`src/rtl/pipeline_stall_controller_pkg.sv`:
```
// Shared types for the pipeline stall controller and the hazard unit that feeds it.
package pipe_ctrl_pkg;

  localparam int unsigned STALL_W_DEF = 2;

  typedef logic [STALL_W_DEF-1:0] stall_req_t;

  typedef enum logic {
    RUN   = 1'b0,
    STALL = 1'b1
  } state_t;

endpackage

```
`src/rtl/pipeline_stall_controller_if.sv`:
```
// Hazard-unit request / pipeline-enable bundle; master drives requests, slave is the controller.
interface pipeline_stall_controller_if
  import pipe_ctrl_pkg::*;
#(
  parameter int unsigned CNT_W   = 32,
  parameter int unsigned STALL_W = STALL_W_DEF
);
  logic [STALL_W-1:0] hz_stall;
  logic               hz_flush;
  logic               mem_busy;
  logic               PC_Write;
  logic               IFID_Write;
  logic               IFID_Flush;
  logic               IDEX_Bubble;
  logic               Pipe_Freeze;
  logic               stall_active;
  logic [CNT_W-1:0]   stall_cycles;
  logic [CNT_W-1:0]   flush_count;
  logic [CNT_W-1:0]   freeze_cycles;

  modport master (
    output hz_stall, hz_flush, mem_busy,
    input  PC_Write, IFID_Write, IFID_Flush, IDEX_Bubble, Pipe_Freeze,
    input  stall_active, stall_cycles, flush_count, freeze_cycles
  );

  modport slave (
    input  hz_stall, hz_flush, mem_busy,
    output PC_Write, IFID_Write, IFID_Flush, IDEX_Bubble, Pipe_Freeze,
    output stall_active, stall_cycles, flush_count, freeze_cycles
  );
endinterface

```
`src/rtl/pipeline_stall_controller_sat_counter.sv`:
```
// Saturating up-counter with synchronous active-high clear.
module sat_counter #(
  parameter int unsigned CNT_W = 32
) (
  input  logic             clk,
  input  logic             rst,
  input  logic             inc,
  output logic [CNT_W-1:0] count
);
  always_ff @(posedge clk) begin
    if (rst) begin
      count <= '0;
    end else if (inc && (count != '1)) begin
      count <= count + 1'b1;
    end
  end
endmodule

```
`src/rtl/pipeline_stall_controller.sv`:
```
// Turns one-cycle hazard requests into held stall / flush / freeze enables for the 5-stage pipe.
module pipeline_stall_controller
  import pipe_ctrl_pkg::*;
#(
  parameter int unsigned CNT_W   = 32,
  parameter int unsigned STALL_W = STALL_W_DEF
) (
  input  logic                        clk,
  input  logic                        rst,
  pipeline_stall_controller_if.slave  bus
);
  state_t             state, state_n;
  logic [STALL_W-1:0] rem, rem_n;
  logic               inc_stall, inc_flush, inc_freeze;

  always_ff @(posedge clk) begin
    if (rst) begin
      state <= RUN;
      rem   <= '0;
    end else begin
      state <= state_n;
      rem   <= rem_n;
    end
  end

  always_comb begin
    state_n          = state;
    rem_n            = rem;
    inc_stall        = 1'b0;
    inc_flush        = 1'b0;
    inc_freeze       = 1'b0;
    bus.PC_Write     = 1'b1;
    bus.IFID_Write   = 1'b1;
    bus.IFID_Flush   = 1'b0;
    bus.IDEX_Bubble  = 1'b0;
    bus.Pipe_Freeze  = 1'b0;
    bus.stall_active = 1'b0;

    if (rst) begin
      bus.PC_Write    = 1'b0;
      bus.IFID_Write  = 1'b0;
      bus.IDEX_Bubble = 1'b1;
    end else if (bus.mem_busy) begin
      // Whole pipe holds; the remaining stall count is preserved untouched.
      bus.Pipe_Freeze = 1'b1;
      bus.PC_Write    = 1'b0;
      bus.IFID_Write  = 1'b0;
      inc_freeze      = 1'b1;
    end else if (state == STALL) begin
      bus.PC_Write     = 1'b0;
      bus.IFID_Write   = 1'b0;
      bus.IDEX_Bubble  = 1'b1;
      bus.stall_active = 1'b1;
      inc_stall        = 1'b1;
      rem_n            = rem - 1'b1;
      if (rem == STALL_W'(1)) begin
        state_n = RUN;
      end
    end else if (bus.hz_stall != '0) begin
      // Stall starts this cycle; a coincident flush is dropped as its branch result is stale.
      bus.PC_Write     = 1'b0;
      bus.IFID_Write   = 1'b0;
      bus.IDEX_Bubble  = 1'b1;
      bus.stall_active = 1'b1;
      inc_stall        = 1'b1;
      if (bus.hz_stall > STALL_W'(1)) begin
        state_n = STALL;
        rem_n   = bus.hz_stall - 1'b1;
      end
    end else if (bus.hz_flush) begin
      bus.IFID_Flush = 1'b1;
      inc_flush      = 1'b1;
    end
  end

  sat_counter #(.CNT_W(CNT_W)) u_stall_cnt (
    .clk   (clk),
    .rst   (rst),
    .inc   (inc_stall),
    .count (bus.stall_cycles)
  );

  sat_counter #(.CNT_W(CNT_W)) u_flush_cnt (
    .clk   (clk),
    .rst   (rst),
    .inc   (inc_flush),
    .count (bus.flush_count)
  );

  sat_counter #(.CNT_W(CNT_W)) u_freeze_cnt (
    .clk   (clk),
    .rst   (rst),
    .inc   (inc_freeze),
    .count (bus.freeze_cycles)
  );
endmodule
```
`src/flat_wrapper.sv`:
```
// flat-port wrapper written by rule: the top's interface ports become plain ports
module pipeline_stall_controller_flat import pipe_ctrl_pkg::*;
#(
  parameter int unsigned CNT_W   = 32,
  parameter int unsigned STALL_W = STALL_W_DEF
)
  (clk, rst, bus_hz_stall, bus_hz_flush, bus_mem_busy, bus_PC_Write, bus_IFID_Write, bus_IFID_Flush, bus_IDEX_Bubble, bus_Pipe_Freeze, bus_stall_active, bus_stall_cycles, bus_flush_count, bus_freeze_cycles);
  pipeline_stall_controller_if #(.CNT_W(CNT_W), .STALL_W(STALL_W)) bus_i ();
  input  logic clk;
  input  logic rst;
  input wire logic [$bits(bus_i.hz_stall)-1:0] bus_hz_stall;
  input wire logic [$bits(bus_i.hz_flush)-1:0] bus_hz_flush;
  input wire logic [$bits(bus_i.mem_busy)-1:0] bus_mem_busy;
  output wire logic [$bits(bus_i.PC_Write)-1:0] bus_PC_Write;
  output wire logic [$bits(bus_i.IFID_Write)-1:0] bus_IFID_Write;
  output wire logic [$bits(bus_i.IFID_Flush)-1:0] bus_IFID_Flush;
  output wire logic [$bits(bus_i.IDEX_Bubble)-1:0] bus_IDEX_Bubble;
  output wire logic [$bits(bus_i.Pipe_Freeze)-1:0] bus_Pipe_Freeze;
  output wire logic [$bits(bus_i.stall_active)-1:0] bus_stall_active;
  output wire logic [$bits(bus_i.stall_cycles)-1:0] bus_stall_cycles;
  output wire logic [$bits(bus_i.flush_count)-1:0] bus_flush_count;
  output wire logic [$bits(bus_i.freeze_cycles)-1:0] bus_freeze_cycles;
  assign bus_i.hz_stall = bus_hz_stall;
  assign bus_i.hz_flush = bus_hz_flush;
  assign bus_i.mem_busy = bus_mem_busy;
  assign bus_PC_Write = bus_i.PC_Write;
  assign bus_IFID_Write = bus_i.IFID_Write;
  assign bus_IFID_Flush = bus_i.IFID_Flush;
  assign bus_IDEX_Bubble = bus_i.IDEX_Bubble;
  assign bus_Pipe_Freeze = bus_i.Pipe_Freeze;
  assign bus_stall_active = bus_i.stall_active;
  assign bus_stall_cycles = bus_i.stall_cycles;
  assign bus_flush_count = bus_i.flush_count;
  assign bus_freeze_cycles = bus_i.freeze_cycles;
  pipeline_stall_controller #(.CNT_W(CNT_W), .STALL_W(STALL_W)) u_core (.clk(clk), .rst(rst), .bus(bus_i));
endmodule
```
`config.mk`:
```
export PLATFORM = sky130hd
export DESIGN_NAME = pipeline_stall_controller_flat
export DESIGN_NICKNAME = d
export VERILOG_FILES = /design/src/rtl/pipeline_stall_controller_pkg.sv /design/src/rtl/pipeline_stall_controller_if.sv /design/src/rtl/pipeline_stall_controller_sat_counter.sv /design/src/rtl/pipeline_stall_controller.sv /design/src/flat_wrapper.sv
export SDC_FILE = /design/constraint.sdc
export NUM_CORES = 1
export LEC_CHECK = 0
export ABC_AREA = 1
export BUFFER_PORTS_ARGS = -buffer_cell sky130_fd_sc_hd__buf_2
export CORE_MARGIN = 2
export CORE_UTILIZATION = 48
export DETAILED_ROUTE_END_ITERATION = 7
export PLACE_DENSITY = 0.72
export RECOVER_POWER = 100
export SYNTH_ARGS = -nofsm -noshare
export SYNTH_HDL_FRONTEND = slang
export SYNTH_SLANG_ARGS = --single-unit
```
`constraint.sdc`:
```
create_clock -name clk -period 2 [get_ports clk]
set_clock_uncertainty 0.2 [all_clocks]
set_input_delay 0.2 -clock clk [delete_from_list [all_inputs] [get_ports clk]]
set_output_delay 0.2 -clock clk [all_outputs]
set_load 0.01 [all_outputs]
```
# == Yosys cells after proc, flatten, opt, wreduce, memory -nomap -nowiden ==
# Cells that the tools add are included.
# Widths: inputs -> output; s select.
# totals
regBits,99
output_inout_bits,102
# classes
addsub,5
n_lt_le_gt_ge,1
n_eq_ne,4
n_mux,23
bitwise_logic,1
n_reduce_logical,7
# ops
operator,n
$add 32x1->32 const B,3
$ne 32x32->1 const B,3
$mux 1,20
$mux 2,3
$reduce_bool 2->1,3
$sub 2x1->2 const B,2
$logic_and 1x1->1,3
$reduce_and 3->1,1
$eq 2x1->1 const B,1
$gt 2x1->1 const B,1
$not 1->1,1

# == Longest topological paths before layout ==
# logic_depth
ltp_word,6
depth_mapped,12

# == Modules after synthesis ==
# Synthesis repeated with hierarchy kept, for this count alone.
# unflattened
hier_cells,1018
hier_area_um2,6475.0
# by_module_without_submodules
module,instances,cells_per_inst,area_per_inst_um2
sat_counter,3,324,2062.0
pipeline_stall_controller,1,46,289.0

# == Worst setup path after synthesis ==
# Ideal clock, no wire load.
# synth_timing
kind,register to register
startpoint,reg u_core.u_stall_cnt.count[0]
endpoint,reg u_core.u_stall_cnt.count[17]
t_arrival_ns,1.591
path_slack_ns,0.094
stages_incl_launch_ff,10
path_buffers,1
cell_sequence,dfxtp_1 ha_1 nand2_1 nor2_1 nand2_1 nor2_2 nand3b_1 buf_2 a21oi_1 nor2_1
# synth_between
elab_chain_len,2
# synth_rtl
item,line_no,source
from (decl),pipeline_stall_controller_sat_counter.sv:8,output logic [CNT_W-1:0] count
from (signal assigned),pipeline_stall_controller_sat_counter.sv:14,count <= count + 1'b1;
"parallel branches: the longest is 2 deep, another holds $add 32x1->32",--,
# Parallel ways; which one is timed is not known.
# A chain may end at the register's enable or synchronous reset.

# == Final worst setup path ==
# layout_timing
startpoint,reg u_core.u_freeze_cnt.count[0]
endpoint,reg u_core.u_freeze_cnt.count[22]
# layout_between
elab_chain_len,2
# layout_rtl
item,line_no
from (decl),pipeline_stall_controller_sat_counter.sv:8
from (signal assigned),pipeline_stall_controller_sat_counter.sv:14
"parallel branches: the longest is 2 deep, another holds $add 32x1->32",--
# Parallel ways; which one is timed is not known.

==> impl_metrics.py <==
metrics = {
    "outcome": {
        "status": "completed",
    },
    "routing": {
        "antenna_left": 0,
        "drt_wl_total_um": 17800,
        "drt_drc_violations_left": 0,
        "viasPerCell": 5.10,
        "vias": 7008,
        "drt_pass1_iterations": 7,
        "drtIter0Drc": 615,
        "wl_per_cell_um": 12.9,
    },
    "floorplan": {
        "fp.coreArea_sq_um": 12500,
        "fp.dieW_um": 117,
        "num_io_pins": 108,
        "initial_core_util_pct": 48.9,
        "die_y_um": 117,
        "dieArea_sq_um": 13700,
        "rows": 41,
    },
    "timing": {
        "setup_viol_count_final": 0,
        "worst_slack_ps": 84.7,
        "slew_viol_final": 0,
        "tightest_slew_ps": 540,
        "hold_violations": 0,
        "slew_headroom_pct": 64.0,
        "rsz0062_at_grt": "yes",
        "fmax_mhz": 522,
        "final.period_utilization_pct": 95.8,
        "finalCriticalPeriod_ps": 1920,
    },
    "final_layout": {
        "drive_gt1_share_pct": 20.8,
        "areaGrowthSynthToFinish_pct": 28.3,
        "stdcell_area_sq_um": 7860,
        "fin_nets": 1208,
        "fin_util_pct": 62.8,
    },
    "critical_path": {
        "critPathLaunchType": "flop",
        "path_class": "reg -> reg",
        "cp.arrival_ps": 1960,
        "worstReg2RegEnd": "u_core.u_freeze_cnt.count[22]$_SDFFE_PP0P_",
        "r2r-start": "u_core.u_freeze_cnt.count[0]$_SDFFE_PP0P_",
        "required_ps": 2040,
        "r2r_slack_ps": 80,
        "critPathMaxFanout": 7,
        "worst_setup_path_end_kind": "flop",
        "rr_worst_depth": 8,
    },
    "power": {
        "p_sw_uw": 953,
        "power_leakage_nw": 3.39,
        "seqPwrFrac_pct": 48.4,
        "combPwrFrac_pct": 6.9,
        "clock_power_share_pct": 44.7,
        "p_int_mw": 3.23,
        "vdd_drop_max_mv": 0.580,
        "power_density_nw_per_um2": 533,
        "p_sw_share_pct": 22.8,
    },
    "global_routing": {
        "grt_overflow": 0,
        "grt_pass1_wl_um": 28400,
        "grt_max_degree": 44,
        "antenna_found_initial": 2,
        "grt_pass1_vias": 6100,
        "grt.total_usage_pct": 26.0,
    },
    "clock_tree": {
        "clk_pin_slew_ps": 70,
        "cts_buffer_depth": 2,
        "clock_latency_ps": 360,
        "ctsHoldBuffers": 0,
        "cts_inserted_buffers": 9,
        "root_buffer": "clkbuf_16",
        "cts.sinks": 99,
        "cts_tree": "yes",
        "htreeDepth": 3,
    },
    "synth": {
        "synthTopCellsByArea": "dfxtp_1 32%, nand2_1 17%, nor2_1 15%",
        "syn_nets": 1014,
        "ys_ff_latch": 99,
        "syn_inst": 1002,
        "syn_area_sq_um": 6120,
        "synth_cell_type_count": 29,
        "ys_warn_count": 0,
        "synth_top_area_share_pct": 32.4,
        "synth-seq-area-share_pct": 32.4,
        "yosysTopAreaCell": "dfxtp_1",
        "avgSynthCellArea_sq_um": 6.11,
    },
    "run": {
        "cap_viol_max_count": 0,
    },
    "place": {
        "post_dp_cell_area_sq_um": 7350,
        "place_congestion": 0.948,
        "pre_cts_ws_ps": -56.7,
        "dp_hpwl_um": 13200,
        "numPortBuffers": 107,
    },
    "hold_path": {
        "min_path_cells": 4,
        "worstHoldEndpoint": "u_core.rem[0]$_SDFFE_PP0P_",
        "hp-class": "in -> reg",
        "min-delay-start": "bus_hz_stall[0]",
    },
}
-- cells in the mapped netlist (all sizes together) --
cell type  count
nand2        294
nor2         256
dfxtp         99
nand3         88
inv           85
a21oi         61
nand4         31
buf           20
nor3          15
a31oi          9
o21ai          9
xor2           8
xnor2          7
clkbuf         6
ha             6
and2           4
nand3b         4
-- power by group through the flow --
stage | Sequential (mW) | Combinational (mW) | Clock (mW)
2_1_floorplan | 2.07 | 0.182 | 0
3_3_place_gp | 2.07 | 0.266 | 0
3_5_place_dp | 2.07 | 0.271 | 0
4_1_cts | 2.02 | 0.274 | 1.92
5_1_grt | 2.03 | 0.324 | 1.99
6_report | 2.03 | 0.287 | 1.87
-- cells by family (layout without fill, tap and decap cells) --
group                    after synthesis  count (layout)  synth area share [%]
adder cells (fa/ha/maj)                6               6                  1.23
XOR/XNOR                              15              15                  2.15
flip-flops                            99              99                  32.4
AO/OA/AOI/OAI                         79              79                  6.70
AND/OR/NAND/NOR                      692             695                  49.4
buffers and inverters                111             306                  8.19
other                                  0               2                     0
-- final cells by class --
cell class / instances / area [sq um]
multi-input cells: 795 / 3750
well taps: 172 / 215
diodes: 2 / 5.00
repair buffers: 206 / 1250
clock buffers: 13 / 250
clock inverters: 2 / 60.1
flip-flops and latches: 99 / 1990
fillers: 1280 / 4660
inverters: 85 / 330
-- metrics by stage --
step                      setup TNS [ps]  power, mW  instances  hold slack (ps)
after floorplan                        0       2.25       1002              260
after global placement                 0       2.33       1341              284
after detailed placement            -307       2.34       1341              290
after CTS                          -3.62       4.22       1357             31.5
after global routing                -119       4.34       1374             60.9
final                                  0       4.18       1374             43.9
-- worst max path at each step --
| stage | slack, ps | cells past startpoint | from | endpoint |
|---|---|---|---|---|
| after global placement | 50 | 13 | bus_hz_stall[1] | u_core.u_flush_cnt.count[29]$_SDFFE_PP0P_ |
| final | 80 | 8 | u_core.u_freeze_cnt.count[0]$_SDFFE_PP0P_ | u_core.u_freeze_cnt.count[22]$_SDFFE_PP0P_ |
| after CTS | -4 | 10 | u_core.u_freeze_cnt.count[0]$_SDFFE_PP0P_ | u_core.u_freeze_cnt.count[31]$_SDFFE_PP0P_ |
| after floorplan | 90 | 9 | u_core.u_stall_cnt.count[0]$_SDFFE_PP0P_ | u_core.u_stall_cnt.count[17]$_SDFFE_PP0P_ |
| after detailed placement | -60 | 10 | u_core.u_freeze_cnt.count[0]$_SDFFE_PP0P_ | u_core.u_freeze_cnt.count[26]$_SDFFE_PP0P_ |
| after global routing | -50 | 11 | u_core.u_flush_cnt.count[0]$_SDFFE_PP0P_ | u_core.u_flush_cnt.count[24]$_SDFFE_PP0P_ |
-- repair_timing --
item                                    in CTS  in global routing
pin swaps                                    1                  6
cloned                                       1                  2
gates resized for setup                      5                 31
endpoints found under the setup margin      16                 81
buffers inserted                             0                 13
-- sequential cells by signal, summed over array words and instances, names as in the netlist --
name                       count
u_core.u_flush_cnt.count      32
u_core.u_freeze_cnt.count     32
u_core.u_stall_cnt.count      32
u_core.rem                     2
u_core.state                   1
-- metal layers --
layer / GRT usage (%) / share of wire [%] / vias up / routed length [um]
met1: 34.1 / 45 / 3131 / 8030
li1: - / - / 3597 / -
met2: 43.1 / 46 / 250 / 8190
met4: 7.92 / 1.8 / 0 / 318
met3: 5.56 / 7.0 / 30 / 1240
met5: 0 / 0 / - / 0
-- layout by cell type (no fill, tap or decap), types with 4 or more instances in the layout --
master / instances
nor2_2: 19
clkbuf_16: 9
o21ai_0: 9
ha_1: 4
xnor2_1: 7
a31oi_1: 9
nand3b_1: 4
nand3_1: 78
and2_1: 4
nand2_2: 9
a21oi_1: 59
nand2_4: 4
nor2_1: 228
dfxtp_1: 97
inv_2: 4
nand2_1: 281
nor3_1: 14
inv_1: 78
nand4_1: 31
buf_2: 70
buf_4: 96
nand3_2: 9
clkbuf_1: 40
nor2_4: 8
xor2_1: 8
-- worst max-delay path, cell delays in order, from the launching register on --
cell and delay [ps]:
dfxtp_1 350, ha_2 220, nand2_2 80, nor2_4 150, nand2_4 100, nor2_8 220, nand3_2 220, a21oi_1 210
nor2_1 60
Power figures use the tool's default switching activity.
